--- src/rtl/guess_pkg.sv ---
// -----------------------------------------------------------------------------
// guess_pkg
// Shared definitions for the two-player number-guessing turn scheduler.
//   state_t      : scheduler state, encoded as it appears on the state port
//   WIN_*        : codes driven on the winner port
//   DEF_*        : default parameter values for guess_turn_sched
//   sat_inc8     : 8-bit increment that sticks at 255
// -----------------------------------------------------------------------------
package guess_pkg;

  typedef enum logic [2:0] {
    ST_IDLE  = 3'd0,
    ST_SEED  = 3'd1,
    ST_WAIT  = 3'd2,
    ST_CHECK = 3'd3,
    ST_REND  = 3'd4,
    ST_MEND  = 3'd5
  } state_t;

  localparam logic [1:0] WIN_NONE = 2'b00;
  localparam logic [1:0] WIN_P0   = 2'b01;
  localparam logic [1:0] WIN_P1   = 2'b10;

  localparam int DEF_MAX_ATT       = 8;
  localparam int DEF_WIN_SCORE     = 3;
  localparam int DEF_SEED_CYCLES   = 4;
  localparam int DEF_CHECK_TIMEOUT = 16;
  localparam int DEF_TURN_TIMEOUT  = 1000;

  // Score counters never wrap: a player at 255 stays at 255.
  function automatic logic [7:0] sat_inc8(input logic [7:0] v);
    return (v == 8'hFF) ? v : v + 8'd1;
  endfunction

endpackage

--- src/rtl/guess_edge_det.sv ---
// -----------------------------------------------------------------------------
// guess_edge_det
// Registered rising-edge detector for a level button input.
//   clk  : system clock
//   rst  : asynchronous, active-high reset
//   din  : level input (player enter button)
//   rise : high for one cycle after din is first seen high
// The input is registered once (cur_reg) and compared with its previous
// registered value (prev_reg), so rise comes one cycle after din is sampled.
// -----------------------------------------------------------------------------
module guess_edge_det (
  input  logic clk,
  input  logic rst,
  input  logic din,
  output logic rise
);

  logic cur_reg;
  logic prev_reg;

  always_ff @(posedge clk or posedge rst) begin
    if (rst) begin
      cur_reg  <= 1'b0;
      prev_reg <= 1'b0;
    end else begin
      cur_reg  <= din;
      prev_reg <= cur_reg;
    end
  end

  assign rise = cur_reg & ~prev_reg;

endmodule

--- src/rtl/guess_turn_sched.sv ---
// -----------------------------------------------------------------------------
// guess_turn_sched
// Two-player turn scheduler in front of a shared guess datapath. Decides whose
// enter reaches the datapath, sequences seeding and round resets, counts
// wrong attempts, keeps per-player scores and declares the match winner.
//
// Ports:
//   clk, rst              : clock, asynchronous active-high reset
//   start                 : level; starts a match from IDLE or MEND
//   p0_enter, p1_enter    : player enter buttons (levels, edge-detected here)
//   dp_eq/lt/gt/outrange  : datapath verdicts for the last dp_enter
//   dp_enter              : one-cycle enter pulse to the datapath
//   dp_genrand            : datapath random-generate strobe
//   dp_rst                : one-cycle datapath round reset
//   turn                  : player currently allowed to guess
//   score0, score1        : rounds won per player (saturating)
//   attempts              : wrong guesses in the current round
//   round_over            : one-cycle pulse at the end of each round
//   winner                : 00 none, 01 player 0, 10 player 1
//   err                   : sticky verdict-timeout flag, cleared on start
//   state                 : IDLE 0, SEED 1, WAIT 2, CHECK 3, REND 4, MEND 5
//
// Build option: define TURN_TIMER_EN to forfeit a turn after TURN_TIMEOUT
// idle cycles in WAIT. Without it WAIT waits indefinitely.
// -----------------------------------------------------------------------------
module guess_turn_sched
  import guess_pkg::*;
#(
  parameter int MAX_ATT       = DEF_MAX_ATT,
  parameter int WIN_SCORE     = DEF_WIN_SCORE,
  parameter int SEED_CYCLES   = DEF_SEED_CYCLES,
  parameter int CHECK_TIMEOUT = DEF_CHECK_TIMEOUT,
  parameter int TURN_TIMEOUT  = DEF_TURN_TIMEOUT
) (
  input  logic       clk,
  input  logic       rst,
  input  logic       start,
  input  logic       p0_enter,
  input  logic       p1_enter,
  input  logic       dp_eq,
  input  logic       dp_lt,
  input  logic       dp_gt,
  input  logic       dp_outrange,
  output logic       dp_enter,
  output logic       dp_genrand,
  output logic       dp_rst,
  output logic       turn,
  output logic [7:0] score0,
  output logic [7:0] score1,
  output logic [3:0] attempts,
  output logic       round_over,
  output logic [1:0] winner,
  output logic       err,
  output logic [2:0] state
);

`ifdef TURN_TIMER_EN
  localparam bit TIMER_EN = 1'b1;
`else
  localparam bit TIMER_EN = 1'b0;
`endif

  localparam logic [3:0] MAX_ATT_L  = 4'(MAX_ATT);
  localparam logic [7:0] WIN_L      = 8'(WIN_SCORE);
  localparam logic [3:0] SEED_L     = 4'(SEED_CYCLES);
  localparam logic [7:0] CHK_LAST   = 8'(CHECK_TIMEOUT - 1);
  localparam int         TT_W       = (TURN_TIMEOUT > 1) ? $clog2(TURN_TIMEOUT) : 1;
  localparam logic [TT_W-1:0] TT_LAST = TT_W'(TURN_TIMEOUT - 1);

  // ---------------------------------------------------------------------------
  // Enter edge detection, one detector per player
  // ---------------------------------------------------------------------------
  logic [1:0] enter_raw;
  logic [1:0] enter_rise;

  assign enter_raw = {p1_enter, p0_enter};

  genvar gi;
  generate
    for (gi = 0; gi < 2; gi++) begin : g_edge
      guess_edge_det u_det (
        .clk  (clk),
        .rst  (rst),
        .din  (enter_raw[gi]),
        .rise (enter_rise[gi])
      );
    end
  endgenerate

  // ---------------------------------------------------------------------------
  // State and registered outputs
  // ---------------------------------------------------------------------------
  state_t          state_reg;
  logic            dp_enter_reg;
  logic            dp_genrand_reg;
  logic            dp_rst_reg;
  logic            turn_reg;
  logic            starter_reg;
  logic [7:0]      score_reg [2];
  logic [3:0]      attempts_reg;
  logic            round_over_reg;
  logic [1:0]      winner_reg;
  logic            err_reg;
  logic [3:0]      seed_cnt_reg;
  logic [7:0]      vcnt_reg;
  logic [TT_W-1:0] tcnt_reg;

  // Only the player holding the turn gets through; a simultaneous edge from
  // the other player is simply discarded.
  logic       accepted;
  logic [3:0] att_inc;
  logic       att_limit;
  logic       turn_expired;

  assign accepted     = enter_rise[turn_reg];
  assign att_inc      = attempts_reg + 4'd1;
  assign att_limit    = (att_inc == MAX_ATT_L);
  assign turn_expired = TIMER_EN && (tcnt_reg == TT_LAST);

  always_ff @(posedge clk or posedge rst) begin
    if (rst) begin
      state_reg      <= ST_IDLE;
      dp_enter_reg   <= 1'b0;
      dp_genrand_reg <= 1'b0;
      dp_rst_reg     <= 1'b0;
      turn_reg       <= 1'b0;
      starter_reg    <= 1'b0;
      score_reg[0]   <= 8'd0;
      score_reg[1]   <= 8'd0;
      attempts_reg   <= 4'd0;
      round_over_reg <= 1'b0;
      winner_reg     <= WIN_NONE;
      err_reg        <= 1'b0;
      seed_cnt_reg   <= 4'd0;
      vcnt_reg       <= 8'd0;
      tcnt_reg       <= '0;
    end else begin
      // single-cycle pulses fall back low unless re-asserted below
      dp_enter_reg   <= 1'b0;
      dp_rst_reg     <= 1'b0;
      round_over_reg <= 1'b0;

      // the turn timer only measures uninterrupted time spent in WAIT
      if (state_reg != ST_WAIT) begin
        tcnt_reg <= '0;
      end

      case (state_reg)
        ST_IDLE, ST_MEND: begin
          if (start) begin
            dp_rst_reg     <= 1'b1;
            dp_genrand_reg <= 1'b0;
            score_reg[0]   <= 8'd0;
            score_reg[1]   <= 8'd0;
            err_reg        <= 1'b0;
            winner_reg     <= WIN_NONE;
            seed_cnt_reg   <= 4'd0;
            state_reg      <= ST_SEED;
          end
        end

        // First SEED cycle carries dp_rst; genrand then stays high for
        // SEED_CYCLES cycles and drops on the way out to WAIT.
        ST_SEED: begin
          if (seed_cnt_reg == SEED_L) begin
            dp_genrand_reg <= 1'b0;
            attempts_reg   <= 4'd0;
            turn_reg       <= starter_reg;
            state_reg      <= ST_WAIT;
          end else begin
            dp_genrand_reg <= 1'b1;
            seed_cnt_reg   <= seed_cnt_reg + 4'd1;
          end
        end

        ST_WAIT: begin
          if (accepted) begin
            dp_enter_reg <= 1'b1;
            vcnt_reg     <= 8'd0;
            tcnt_reg     <= '0;
            state_reg    <= ST_CHECK;
          end else if (turn_expired) begin
            // forfeit counts exactly like a wrong guess
            tcnt_reg     <= '0;
            attempts_reg <= att_inc;
            if (att_limit) begin
              round_over_reg <= 1'b1;
              state_reg      <= ST_REND;
            end else begin
              turn_reg <= ~turn_reg;
            end
          end else if (TIMER_EN) begin
            tcnt_reg <= tcnt_reg + 1'b1;
          end
        end

        // The cycle in which dp_enter is high belongs to the datapath; the
        // verdict lines are only trusted from the following cycle on.
        ST_CHECK: begin
          if (!dp_enter_reg) begin
            if (dp_eq) begin
              score_reg[turn_reg] <= sat_inc8(score_reg[turn_reg]);
              round_over_reg      <= 1'b1;
              state_reg           <= ST_REND;
            end else if (dp_outrange) begin
              state_reg <= ST_WAIT;
            end else if (dp_lt || dp_gt) begin
              attempts_reg <= att_inc;
              if (att_limit) begin
                round_over_reg <= 1'b1;
                state_reg      <= ST_REND;
              end else begin
                turn_reg  <= ~turn_reg;
                state_reg <= ST_WAIT;
              end
            end else if (vcnt_reg == CHK_LAST) begin
              // silent datapath: flag it and give the same player another go
              err_reg   <= 1'b1;
              state_reg <= ST_WAIT;
            end else begin
              vcnt_reg <= vcnt_reg + 8'd1;
            end
          end
        end

        ST_REND: begin
          starter_reg <= ~starter_reg;
          if (score_reg[0] == WIN_L) begin
            winner_reg <= WIN_P0;
            state_reg  <= ST_MEND;
          end else if (score_reg[1] == WIN_L) begin
            winner_reg <= WIN_P1;
            state_reg  <= ST_MEND;
          end else begin
            dp_rst_reg   <= 1'b1;
            seed_cnt_reg <= 4'd0;
            state_reg    <= ST_SEED;
          end
        end

        default: begin
          state_reg <= ST_IDLE;
        end
      endcase
    end
  end

  assign dp_enter   = dp_enter_reg;
  assign dp_genrand = dp_genrand_reg;
  assign dp_rst     = dp_rst_reg;
  assign turn       = turn_reg;
  assign score0     = score_reg[0];
  assign score1     = score_reg[1];
  assign attempts   = attempts_reg;
  assign round_over = round_over_reg;
  assign winner     = winner_reg;
  assign err        = err_reg;
  assign state      = state_reg;

endmodule

--- config.mk ---
export PLATFORM = sky130hd
export DESIGN_NAME = guess_turn_sched
export DESIGN_NICKNAME = d
export VERILOG_FILES = /design/src/rtl/guess_pkg.sv /design/src/rtl/guess_edge_det.sv /design/src/rtl/guess_turn_sched.sv
export SDC_FILE = /design/constraint.sdc
export NUM_CORES = 1
export LEC_CHECK = 0
export CAP_MARGIN = 20
export CELL_PAD_IN_SITES_DETAIL_PLACEMENT = 1
export CELL_PAD_IN_SITES_GLOBAL_PLACEMENT = 1
export CORE_ASPECT_RATIO = 1.5
export CORE_MARGIN = 5
export CORE_UTILIZATION = 42
export DETAILED_ROUTE_END_ITERATION = 8
export PLACE_DENSITY_LB_ADDON = 0.1
export SYNTH_ARGS = -nofsm -noshare
export SYNTH_HDL_FRONTEND = slang
export SYNTH_SLANG_ARGS = --single-unit
export TNS_END_PERCENT = 30
--- constraint.sdc ---
create_clock -name clk -period 2.6 [get_ports clk]
set_input_delay 0.65 -clock clk [delete_from_list [all_inputs] [get_ports clk]]
set_output_delay 0.65 -clock clk [all_outputs]
set_load 0.02 [all_outputs]
Word-level counts from Yosys, hierarchy flattened. Cells that the tools add are included.

Flip-flop bits (word level): 48. Bits of input ports: 9. Output and inout bits: 31. Logic and storage cells: 154.

Add/sub/neg operators: 4. Order comparisons: 3. Equal/unequal tests: 28. Muxes and demuxes: 75. Bitwise operators: 7. Reductions and logical operators: 19.

Operators by type and width (count): 2-to-1 mux 8 bit (11); 2-to-1 mux 16 bit (3); 2-to-1 mux 4 bit (9); 2-to-1 mux 3 bit (11); case mux 16 bit (2 select lines) (1); inequality test 2 bit, second input constant (15); 2-to-1 mux 1 bit (26); AND reduction 7 bit (3); adder 8 x 1 -> 8 bit, second input constant (2); bitwise mux 16 bit (1); == test 8 x 2 -> 1 bit, second input constant (2); case mux 8 bit (2 select lines) (1); case mux 3 bit (5 select lines) (1); case mux 4 bit (3 select lines) (1); AND reduction 5 bit (2); nonzero test 2 bit (5); adder 4 x 1 -> 4 bit, second input constant (2); demux 8 bit (select 1 bit) (1); == test 8 x 4 -> 1 bit, second input constant (1); == test 8 bit, second input constant (1); case mux 1 bit (2 select lines) (4); case mux 4 bit (2 select lines) (1); == test 3 x 2 -> 1 bit, second input constant (2); == test 3 bit, second input constant (2); other kinds (22) (28).

Longest topological paths before layout.
Depth after elaboration: 10. Gate-level depth with buffers: 10. Mapped depth without buffers: 7.

Modules after synthesis. Synthesis repeated with hierarchy kept, for this count alone.

Cell total of the unflattened synthesis: 288. Area, all modules: 2708.8 µm².

Modules (own cells, without submodules): guess_turn_sched (times used 1, cells each 280, area an instance 2573.7 µm², sequential area each 1101.1 µm²); guess_edge_det (times used 2, cells each 4, area an instance 67.6 µm², sequential area each 50.0 µm²).

Worst setup path before layout. OpenSTA, ideal clock, no wires.

Path type: reg-to-reg. Start point: register turn_reg (netlist: turn). End point: register score_reg (netlist bit score1[6]). Library setup time: 0.121 ns. Data arrival time: 2.290 ns. Data required time: 2.479 ns. Slack: 0.189 ns. Stages on the path, launching flop included: 11. Path buffers: 3. Period minus slack after synthesis: 2.411 ns. Cells stage by stage: dfrtp_1 buf_6 buf_6 buf_2 mux2_2 ha_1 nand4b_1 nand2_1 a221oi_1 a31oi_1 a22o_1.

Word-level cells in the longest chain between the ends: 10. Elaborated cells between the ends (all ways): 16. Those cells by class: 1 x add/sub; 2 x order compare; 1 x eq/ne; 10 x mux; 1 x bitwise; 1 x reduce/logical.

Ends and longest elaborated chain: start, declared (line guess_turn_sched.sv:97) `logic turn_reg;`; start signal, assigned (line guess_turn_sched.sv:168) `turn_reg <= starter_reg;`; start signal, assigned (line guess_turn_sched.sv:190) `turn_reg <= ~turn_reg;`; start signal, assigned (line guess_turn_sched.sv:213) `turn_reg <= ~turn_reg;`; NOT 1 -> 2 bit (not written as such) (*) (line guess_turn_sched.sv:202) `score_reg[turn_reg] <= sat_inc8(score_reg[turn_reg]);`; 2-to-1 mux 8 bit (not written as such) (3 in series) (line guess_turn_sched.sv:202); adder 8 x 1 -> 8 bit or == test 8 bit (tied branches) (line guess_pkg.sv:32) `return (v == 8'hFF) ? v : v + 8'd1;`; 2-to-1 mux 8 bit (line guess_pkg.sv:32); bitwise mux 16 bit (*) (line guess_turn_sched.sv:202); 2-to-1 mux 16 bit (*) (line guess_turn_sched.sv:201) `if (dp_eq) begin`; 2-to-1 mux 16 bit (*) (line guess_turn_sched.sv:200) `if (!dp_enter_reg) begin`; case mux 16 bit (2 select lines) (*) (line guess_turn_sched.sv:148) `case (state_reg)`; end signal, assigned by index (line guess_turn_sched.sv:202); end, declared (line guess_turn_sched.sv:99) `logic [7:0] score_reg [2];`.

Every way passes the cells marked *; elsewhere a longest branch is shown, timed or not. The select of a mux whose other input is x is not followed. A chain may end at the register's enable or synchronous reset.

Worst setup path in the final report.
Start point: register state_reg[0] (netlist: state[0]). End point: output port state[0].

RTL lines: start, declared (line guess_turn_sched.sv:93) `state_t state_reg;`; start signal, assigned (line guess_turn_sched.sv:122) `state_reg <= ST_IDLE;`; start signal, assigned (line guess_turn_sched.sv:158) `state_reg <= ST_SEED;`; start signal, assigned (line guess_turn_sched.sv:169) `state_reg <= ST_WAIT;`; end, declared (line guess_turn_sched.sv:54) `output logic [2:0] state`.

No word-level cell between the ends.

==> summary.txt <==
CTS
  – Clock Sinks: 48
  – Worst-path clk slew: 90 ps
  – H-tree depth: 2
  – Post-CTS Repair Setup Buffers: 0
  – Clk buf depth: 2
  – Root buffer cell: clkbuf_8
  – Cts bufs inserted: 5
  – # resized after CTS: 0
  – CTS tree: built
  – Cts hold-fix bufs: 0
  – Worst skew pair latency: 300 ps

Logic synthesis
  – Avg Cell Area, Syn: 9.51 um^2
  – Mapped Nets: 302
  – Synth Warn #: 0
  – Post-Syn Area: 0.00273 mm^2
  – Post-synthesis sequential area ratio: 0.440
  – Async set or reset register ratio after synthesis: 1.00
  – Top FF cell, synth: dfrtp_1
  – Syn Inst Count: 287
  – Register bit total from synthesis: 48
  – Post-synthesis cell type count: 61
  – Post-synth EDFFs: 0

Critical path
  – Largest delay contributor family on the critical path: buffers and inverters
  – Crit Path Class: reg -> out
  – Worst r2r dst: score1[5]$_DFFE_PP0P_
  – Worst EP arrival: 1690 ps
  – Slowest-stage cell, CP: clkdlybuf4s50_1
  – Buf/Inv on CP: 1
  – Startpoint Class: register
  – RR Startpoint: turn$_DFFE_PP0P_
  – Critical Path Max Stage Delay: 710 ps
  – FF-to-FF path depth: 7
  – R2R Setup Slk: 440 ps
  – Crit path cell chain: clkdlybuf4s50_1
  – Crit Path Max Fanout: 13
  – Worst path required time: 1950 ps
  – Crit. End Element: output pin

Power and ir drop
  – PwrDens: 813 mW/mm^2
  – Peak VDD IR: 376 uV
  – P_leak: 0.00142 uW

Placement
  – RePlAce Congestion: 0.855
  – Final HPWL DP: 5.71 mm
  – Port buffer count: 39

STA
  – Post-route minimum period: 2340 ps
  – Final Hold Viols: 0
  – # setup viols final: 0
  – Fmax: 0.427 GHz
  – Max-slew violations: 0
  – Relative slew slack: 0.580
  – WHS: 381 ps
  – Setup_tns: 0 ps
  – RSZ-0062 raised after global routing: no
  – Fin crit share: 0.900
  – Tightest Pin Transition: 630 ps
  – Clock Skew: 5.34 ps

Floorplanning
  – Starting Density: 0.427
  – Chip Height: 109 um
  – FP Rows: 36
  – Die X: 75.8 um
  – I/O pins: 40
  – Core Area: 0.00640 mm^2
  – Die area: 0.00825 mm^2

Global routing
  – Antenna violations before repair: 0
  – Global route overflow: 0
  – Tot GR Track Use: 0.196
  – Largest net degree at the start of global routing: 49
  – Vias in the first global route: 2568
  – First-pass GRT wire length: 12.3 mm

Route
  – Wire length per cell: 18.3 um
  – Drt total wl: 7.45 mm
  – DRT iter0 DRCs: 97
  – Number of remaining DRC errors: 0
  – Highest metal used: met4
  – Antenna Nets Post-Route: 0
  – Routed length on met1: 2.95 mm
  – Via count: 2403
  – Wire length on met3: 170 um
  – DRT Pass-1 Iters: 4
  – Met2 WL: 4.08 mm
  – Vias per cell: 5.90

Worst hold path
  – Hold Startpoint: g_edge[1].u_det.cur_reg$_DFF_PP0_
  – Hold Crit Endpoint: g_edge[1].u_det.prev_reg$_DFF_PP0_
  – Hold Path Depth: 0
  – Hold WC Path Type: reg -> reg

Final layout
  – Fin nets: 346
  – Area Growth Syn to Fin: 20.8%
  – Diodes inserted: 0
  – Fraction of layout instances using a drive strength above 1: 0.0967
  – # fillers: 747

Job
  – Maxcap violations: 0

Run status
  – Status: finished, final reports clean
==> how the worst max path moves through the flow <==
stage,start,end,cells after the start
2_1_floorplan,turn$_DFFE_PP0P_,score1[6]$_DFFE_PP0P_,10
3_3_place_gp,dp_outrange,attempts[3]$_DFFE_PP0P_,6
3_5_place_dp,dp_outrange,attempts[3]$_DFFE_PP0P_,6
4_1_cts,state[0]$_DFFE_PP0P_,state[0],1
5_1_grt,state[0]$_DFFE_PP0P_,state[0],1
6_report,state[0]$_DFFE_PP0P_,state[0],1
==> synthesized netlist by cell type (all sizes together) (6+ instances only) <==
cell type / instances / area (um^2)
ha: 6 / 75.1
dfrtp: 48 / 1200
nand4: 6 / 37.5
nand2: 30 / 113
inv: 9 / 33.8
a21oi: 15 / 78.8
nand3: 16 / 80.1
a31oi: 8 / 50.1
nor2: 25 / 93.8
buf: 9 / 60.1
a22o: 6 / 52.6
mux2i: 8 / 83.8
o21ai: 24 / 120
==> placed cells by master (no fill, tap or decap), drive strengths merged, types with 9 or more instances in the layout <==
cell type,synthesis,layout
a21oi,15,15
o21ai,24,24
buf,9,10
inv,9,9
nand3,16,16
dfrtp,48,48
nor2,25,25
nand2,30,30
clkdlybuf4s50,0,39
==> area by class of cell <==
type | count | area (um^2) | share of cell area
Clock buffer | 6 | 72.6 | 0.0220
Clock inverter | 1 | 5.00 | 0.00152
Inverter | 9 | 33.8 | 0.0102
Multi-Input combinational cell | 218 | 1420 | 0.432
Sequential cell | 48 | 1200 | 0.364
Tap cell | 76 | 95.1 | 0.0288
Timing Repair Buffer | 49 | 465 | 0.141
==> routing by layer <==
layer | GRT usage | vias to the layer above
met3 | 0.0258 | 20
met2 | 0.341 | 40
met1 | 0.228 | 1202
li1 | - | 1141
met5 | 0 | -
met4 | 0.0963 | 0
==> logic make-up after synthesis <==
family	synth area share
fa+ha+maj	0.0275
simple gates	0.225
flops	0.440
mux	0.0431
buf+inv	0.0385
compound gates	0.210
xor+xnor	0.0160
==> where the power goes <==
| part | total [uW] | internal, uW | switching, uW |
|---|---|---|---|
| registers | 1080 | 873 | 209 |
| clock network | 427 | 183 | 244 |
| logic | 1170 | 500 | 671 |
==> through the flow <==
stage	instances	total power [uW]	area (um^2)	setup slack, ps	utilization
finish	407	2680	3300	261	0.515
detailed placement	400	2280	3220	245	0.503
floorplan	287	1840	2730	189	-
global route	407	2860	3300	172	0.515
global placement	400	2240	3220	363	0.503
CTS	407	2710	3300	247	0.515
Note: power is estimated with default switching activity, not from simulation.
